**src/rtl/alu_req_issuer.sv**
```systemverilog
// Initiator for alu_design: queues requests, runs one ALU operation at a time
// and returns each result in order with its tag and an error code.
module alu_req_issuer #(
    parameter int DEPTH   = 4,
    parameter int TAG_W   = 4,
    parameter int TIMEOUT = 15
) (
    input  logic             clk_i,
    input  logic             rst_i,
    input  logic             req_valid_i,
    output logic             req_ready_o,
    input  logic [2:0]       req_op_i,
    input  logic [31:0]      req_a_i,
    input  logic [31:0]      req_b_i,
    input  logic [TAG_W-1:0] req_tag_i,
    output logic             alu_valid_o,
    output logic [2:0]       alu_operation_o,
    output logic [31:0]      alu_operand_a_o,
    output logic [31:0]      alu_operand_b_o,
    input  logic             alu_ready_i,
    input  logic [31:0]      alu_result_i,
    output logic             rsp_valid_o,
    input  logic             rsp_ready_i,
    output logic [31:0]      rsp_result_o,
    output logic [TAG_W-1:0] rsp_tag_o,
    output logic [1:0]       rsp_err_o,
    output logic             busy_o
);
    localparam int PTR_W = $clog2(DEPTH);
    localparam int CNT_W = PTR_W + 1;
    localparam int TMR_W = $clog2(TIMEOUT + 1);

    typedef enum logic [1:0] {IDLE, ISSUE, WAIT, RESP} state_t;
    state_t state, state_nxt;

    logic [2:0]       fifo_op  [DEPTH];
    logic [31:0]      fifo_a   [DEPTH];
    logic [31:0]      fifo_b   [DEPTH];
    logic [TAG_W-1:0] fifo_tag [DEPTH];
    logic [PTR_W-1:0] wr_ptr, rd_ptr;
    logic [CNT_W-1:0] count, count_nxt;
    logic             ready_q, push, pop, fifo_empty, head_dbz, timed_out;

    logic [2:0]       hold_op;
    logic [31:0]      hold_a, hold_b, rsp_result_q;
    logic [TAG_W-1:0] hold_tag;
    logic [1:0]       rsp_err_q;
    logic [TMR_W-1:0] timer;

    assign fifo_empty = (count == '0);
    assign push       = req_valid_i && ready_q;
    assign pop        = (state == IDLE) && !fifo_empty;
    assign count_nxt  = count + CNT_W'(push) - CNT_W'(pop);
    assign head_dbz   = ((fifo_op[rd_ptr] == 3'b011) || (fifo_op[rd_ptr] == 3'b100))
                        && (fifo_b[rd_ptr] == 32'd0);
    assign timed_out  = (timer == TMR_W'(TIMEOUT - 1));

    // ready is registered from the post-update count, so a full FIFO refuses a push even while popping
    always_ff @(posedge clk_i) begin
        if (rst_i) begin
            wr_ptr  <= '0;
            rd_ptr  <= '0;
            count   <= '0;
            ready_q <= 1'b1;
        end else begin
            if (push) wr_ptr <= wr_ptr + PTR_W'(1);
            if (pop)  rd_ptr <= rd_ptr + PTR_W'(1);
            count   <= count_nxt;
            ready_q <= (count_nxt != CNT_W'(DEPTH));
        end
    end

    always_ff @(posedge clk_i) begin
        if (push) begin
            fifo_op[wr_ptr]  <= req_op_i;
            fifo_a[wr_ptr]   <= req_a_i;
            fifo_b[wr_ptr]   <= req_b_i;
            fifo_tag[wr_ptr] <= req_tag_i;
        end
    end

    always_ff @(posedge clk_i) begin
        if (rst_i) state <= IDLE;
        else       state <= state_nxt;
    end

    always_comb begin
        state_nxt = state;
        case (state)
            IDLE:    if (!fifo_empty) state_nxt = head_dbz ? RESP : ISSUE;
            ISSUE:   state_nxt = WAIT;
            WAIT:    if (alu_ready_i || timed_out) state_nxt = RESP;
            RESP:    if (rsp_ready_i) state_nxt = IDLE;
            default: state_nxt = IDLE;
        endcase
    end

    // Divide-by-zero is answered straight from the popped entry without touching the ALU
    always_ff @(posedge clk_i) begin
        if (rst_i) begin
            hold_op      <= '0;
            hold_a       <= '0;
            hold_b       <= '0;
            hold_tag     <= '0;
            rsp_result_q <= '0;
            rsp_err_q    <= '0;
            timer        <= '0;
        end else begin
            case (state)
                IDLE: begin
                    if (pop) begin
                        hold_op  <= fifo_op[rd_ptr];
                        hold_a   <= fifo_a[rd_ptr];
                        hold_b   <= fifo_b[rd_ptr];
                        hold_tag <= fifo_tag[rd_ptr];
                        if (head_dbz) begin
                            rsp_result_q <= '0;
                            rsp_err_q    <= 2'b01;
                        end
                    end
                end
                ISSUE: timer <= '0;
                WAIT: begin
                    if (alu_ready_i) begin
                        rsp_result_q <= alu_result_i;
                        rsp_err_q    <= 2'b00;
                    end else if (timed_out) begin
                        rsp_result_q <= '0;
                        rsp_err_q    <= 2'b10;
                    end else begin
                        timer <= timer + TMR_W'(1);
                    end
                end
                default: ;
            endcase
        end
    end

    always_comb begin
        alu_valid_o = (state == ISSUE);
        rsp_valid_o = (state == RESP);
        busy_o      = (state != IDLE) || !fifo_empty;
    end

    assign req_ready_o     = ready_q;
    assign alu_operation_o = hold_op;
    assign alu_operand_a_o = hold_a;
    assign alu_operand_b_o = hold_b;
    assign rsp_result_o    = rsp_result_q;
    assign rsp_tag_o       = hold_tag;
    assign rsp_err_o       = rsp_err_q;
endmodule
```
**config.mk**
```make
export PLATFORM = sky130hd
export DESIGN_NAME = alu_req_issuer
export DESIGN_NICKNAME = d
export VERILOG_FILES = /design/src/rtl/alu_req_issuer.sv
export SDC_FILE = /design/constraint.sdc
export NUM_CORES = 1
export LEC_CHECK = 0
export CORE_ASPECT_RATIO = 0.6
export CORE_MARGIN = 1.5
export CORE_UTILIZATION = 57
export DETAILED_ROUTE_END_ITERATION = 7
export GPL_ROUTABILITY_DRIVEN = 0
export GPL_TIMING_DRIVEN = 0
export PLACE_DENSITY = 0.79
export SETUP_SLACK_MARGIN = 0.2
export SYNTH_ARGS = -nofsm -noshare
export SYNTH_HDL_FRONTEND = slang
export SYNTH_SLANG_ARGS = --single-unit
```
**constraint.sdc**
```tcl
create_clock -name clk_i -period 4.8 [get_ports clk_i]
set_clock_uncertainty 0.1 [all_clocks]
set_input_delay 0.96 -clock clk_i [delete_from_list [all_inputs] [get_ports clk_i]]
set_output_delay 0.96 -clock clk_i [all_outputs]
set_load 0.01 [all_outputs]
```
==> flow_metrics.py <==
metrics = {
    "die": {
        "die_h_um": 129,
        "io_pins": 217,
        "dieWidth_um": 212,
        "coreArea_um2": 25600,
        "initial_core_util": 0.586,
        "dieArea_um2": 27300,
        "num_rows": 45,
    },
    "clocking": {
        "clockRootBuffer": "clkbuf_16",
        "htreeDepth": 2,
        "post_cts_buffers": 0,
        "cts.sinks": 405,
        "cts_buffer_depth": 3,
        "cts_resized": 0,
        "cts_tree": "yes",
        "hold_buffers": 0,
        "insertion_delay_ns": 0.54,
        "clk_pin_slew_ns": 0.06,
        "numCtsBuffers": 37,
    },
    "yosys": {
        "syn_inst": 945,
        "synth_xor_area_frac": 0.00292,
        "muxShareOfSynthArea": 0.129,
        "async_flop_share": 0,
        "yosysWarnings": 0,
        "synth_top_family_by_area": "multiplexers",
        "synth_fp_nets": 1066,
        "syn_area_um2": 15000,
        "ys_types": 33,
        "synth_compound_area_frac": 0.0299,
        "synthAdderAreaFrac": 0.0114,
        "syn_avg_cell_area_um2": 15.9,
        "yosys.area_share.simple": 0.0777,
        "yosysSeqAreaShare": 0.731,
        "synth_flop_cell": "edfxtp_1",
        "ys_seq_elements": 405,
        "synth-edff-count": 284,
    },
    "power_and_ir_drop": {
        "leakagePower_nw": 6.35,
        "p_per_area_nw_per_um2": 538,
        "vdd_drop_max_uv": 340,
    },
    "worst_setup_path": {
        "cp.arrival_ns": 3.96,
        "cp_slowest_stage_delay_ns": 0.57,
        "cpMaxStageDelayCell": "buf_1",
        "path_cells": "clkbuf_1 > buf_1 > mux4_2 > nor4_1 > nand4_1 > nor4_4 > nor2_2 > buf_6 > mux2i_1",
        "critPathKind": "register to register",
        "worstSetupEndpointType": "register",
        "crit_path_start_kind": "register",
        "path_max_fanout": 10,
        "rrSetupSlack_ns": 1.15,
        "cp.required_ns": 5.11,
        "rr_worst_depth": 9,
        "crit_cells": 9,
        "crit_buf_inv": 3,
        "path_delay_family": "simple AND/OR/NAND/NOR gates",
    },
    "timing": {
        "period_needed_ns": 3.65,
        "finalHoldViolations": 0,
        "finalCritPeriodShare": 0.761,
        "relSlewSlack": 0.343,
        "worst_hold_slack_ns": 0.354,
        "worst_slew_pin_slew_ns": 0.985,
        "finalSetupViolations": 0,
        "fin_ws_ns": 1.15,
        "setup_tns_ns": 0,
        "rsz0062_at_grt": "false",
        "clock.fmax_ghz": 0.274,
        "drv_slew": 0,
    },
    "routing": {
        "drt_first_pass_iters": 5,
        "dr.first_iter.drc_count": 751,
        "wl_per_cell_um": 21.2,
        "drc": 0,
        "ant_nets": 0,
        "via_count": 8897,
        "routed_wl_um": 33600,
        "via_per_inst": 5.61,
    },
    "global_routing": {
        "grt_max_degree": 49,
        "grt_overflow": 0,
        "grt_pass1_vias": 8838,
        "grt_use_total": 0.249,
        "antenna_found_initial": 1,
        "grt_pass1_wl_um": 50400,
    },
    "hold_path": {
        "whs_path_depth": 2,
        "hold_class": "register to register",
    },
    "final_layout": {
        "register_area_um2": 11000,
        "drive_gt1_frac": 0.114,
        "final_common_cell": "edfxtp_1",
        "layout_common_cells": "edfxtp_1 (284), clkdlybuf4s50_1 (216), nand2_1 (190), dfxtp_1 (121), a21oi_1 (78)",
        "layout.cells.non_filler": 1585,
        "area_growth_pct": 25.9,
        "multi_input_area_um2": 3780,
        "fillers": 1624,
        "final_nets": 1325,
    },
    "placement": {
        "dp_cells": 1517,
        "dp_slack_ns": 1.15,
        "post-dp-hpwl_um": 22800,
        "io_buffer_count": 216,
    },
    "run": {
        "maxCapViolCount": 0,
    },
    "status": {
        "outcome": "completed",
    },
}
==> worst reg2reg max path: stages (launching register included) <==
cell and delay [ns]:
dfxtp_1 0.30, clkbuf_1 0.43, buf_1 0.57, mux4_2 0.46, nor4_1 0.35, nand4_1 0.34
nor4_4 0.51, nor2_2 0.16, buf_6 0.19, mux2i_1 0.13
==> worst paths after layout <==
path                       start                   to
min reg2reg  alu_operand_b_o[29]  alu_operand_b_o[29]
min          alu_operand_b_o[29]  alu_operand_b_o[29]
max                     register      rsp_result_o[5]
max reg2reg             register      rsp_result_o[5]
==> cells in the mapped netlist (all sizes together) (5+ instances only) <==
master	count	share of area
nand2	190	0.048
nor2	19	0.0049
buf	10	0.0049
nand2b	34	0.014
a21oi	78	0.026
nor3	5	0.0017
edfxtp	284	0.57
dfxtp	121	0.16
ha	12	0.010
clkbuf	42	0.011
inv	12	0.0030
mux4	71	0.11
mux2i	32	0.021
nor4	8	0.0043
==> layout make-up <==
cell class,instances,area share
Multi-Input combinational cell,476,0.200
Antenna cell,1,0.000133
Sequential cell,405,0.581
Clock buffer,53,0.0539
Inverter,12,0.00239
Timing Repair Buffer,220,0.120
Clock inverter,14,0.00690
Buffer,52,0.0123
Tap cell,352,0.0234
==> routing by layer <==
metal / up-vias / global-route usage / wire (µm)
met5: - / 0 / 0
met4: 0 / 0.0663 / 628
met3: 58 / 0.0544 / 2690
met2: 345 / 0.397 / 15800
met1: 4473 / 0.356 / 14600
li1: 4021 / - / -
==> registers in the layout, indices dropped and copies added (netlist names), named ones only <==
register         flops
rsp_result_o        32
count                3
rsp_tag_o            4
alu_operand_a_o     32
timer                4
fifo_op             12
wr_ptr               2
fifo_b             128
fifo_tag            16
state                2
rd_ptr               2
req_ready_o          1
rsp_err_o            2
fifo_a             128
alu_operand_b_o     32
alu_operation_o      3
==> kinds of logic (layout without fill, tap and decap cells) <==
| logic type | count (synthesis) | after routing |
|---|---|---|
| xor gates and xnor gates | 5 | 5 |
| AOI/OAI and AO/OA | 86 | 86 |
| muxes | 104 | 104 |
| DFF | 405 | 405 |
| and+or+nand+nor | 268 | 268 |
| adders and majority gates | 13 | 13 |
| other | 0 | 1 |
| buffers and inverters | 64 | 351 |
==> per-stage QoR <==
step / util / total power [W] / area (µm²)
finish: 0.738 / 0.0101 / 18900
global route: 0.738 / 0.0106 / 18900
CTS: 0.738 / 0.0102 / 18900
detailed placement: 0.693 / 0.00742 / 17700
global placement: 0.688 / 0.00733 / 17600
floorplan: - / 0.00614 / 15000
==> where the power goes <==
group | internal [W] | switching (W) | total (W)
Sequential | 0.00432 | 0.000226 | 0.00454
Clock | 0.00155 | 0.00126 | 0.00281
Combinational | 0.00127 | 0.00152 | 0.00280
Note: power is estimated with default switching activity, not from simulation.
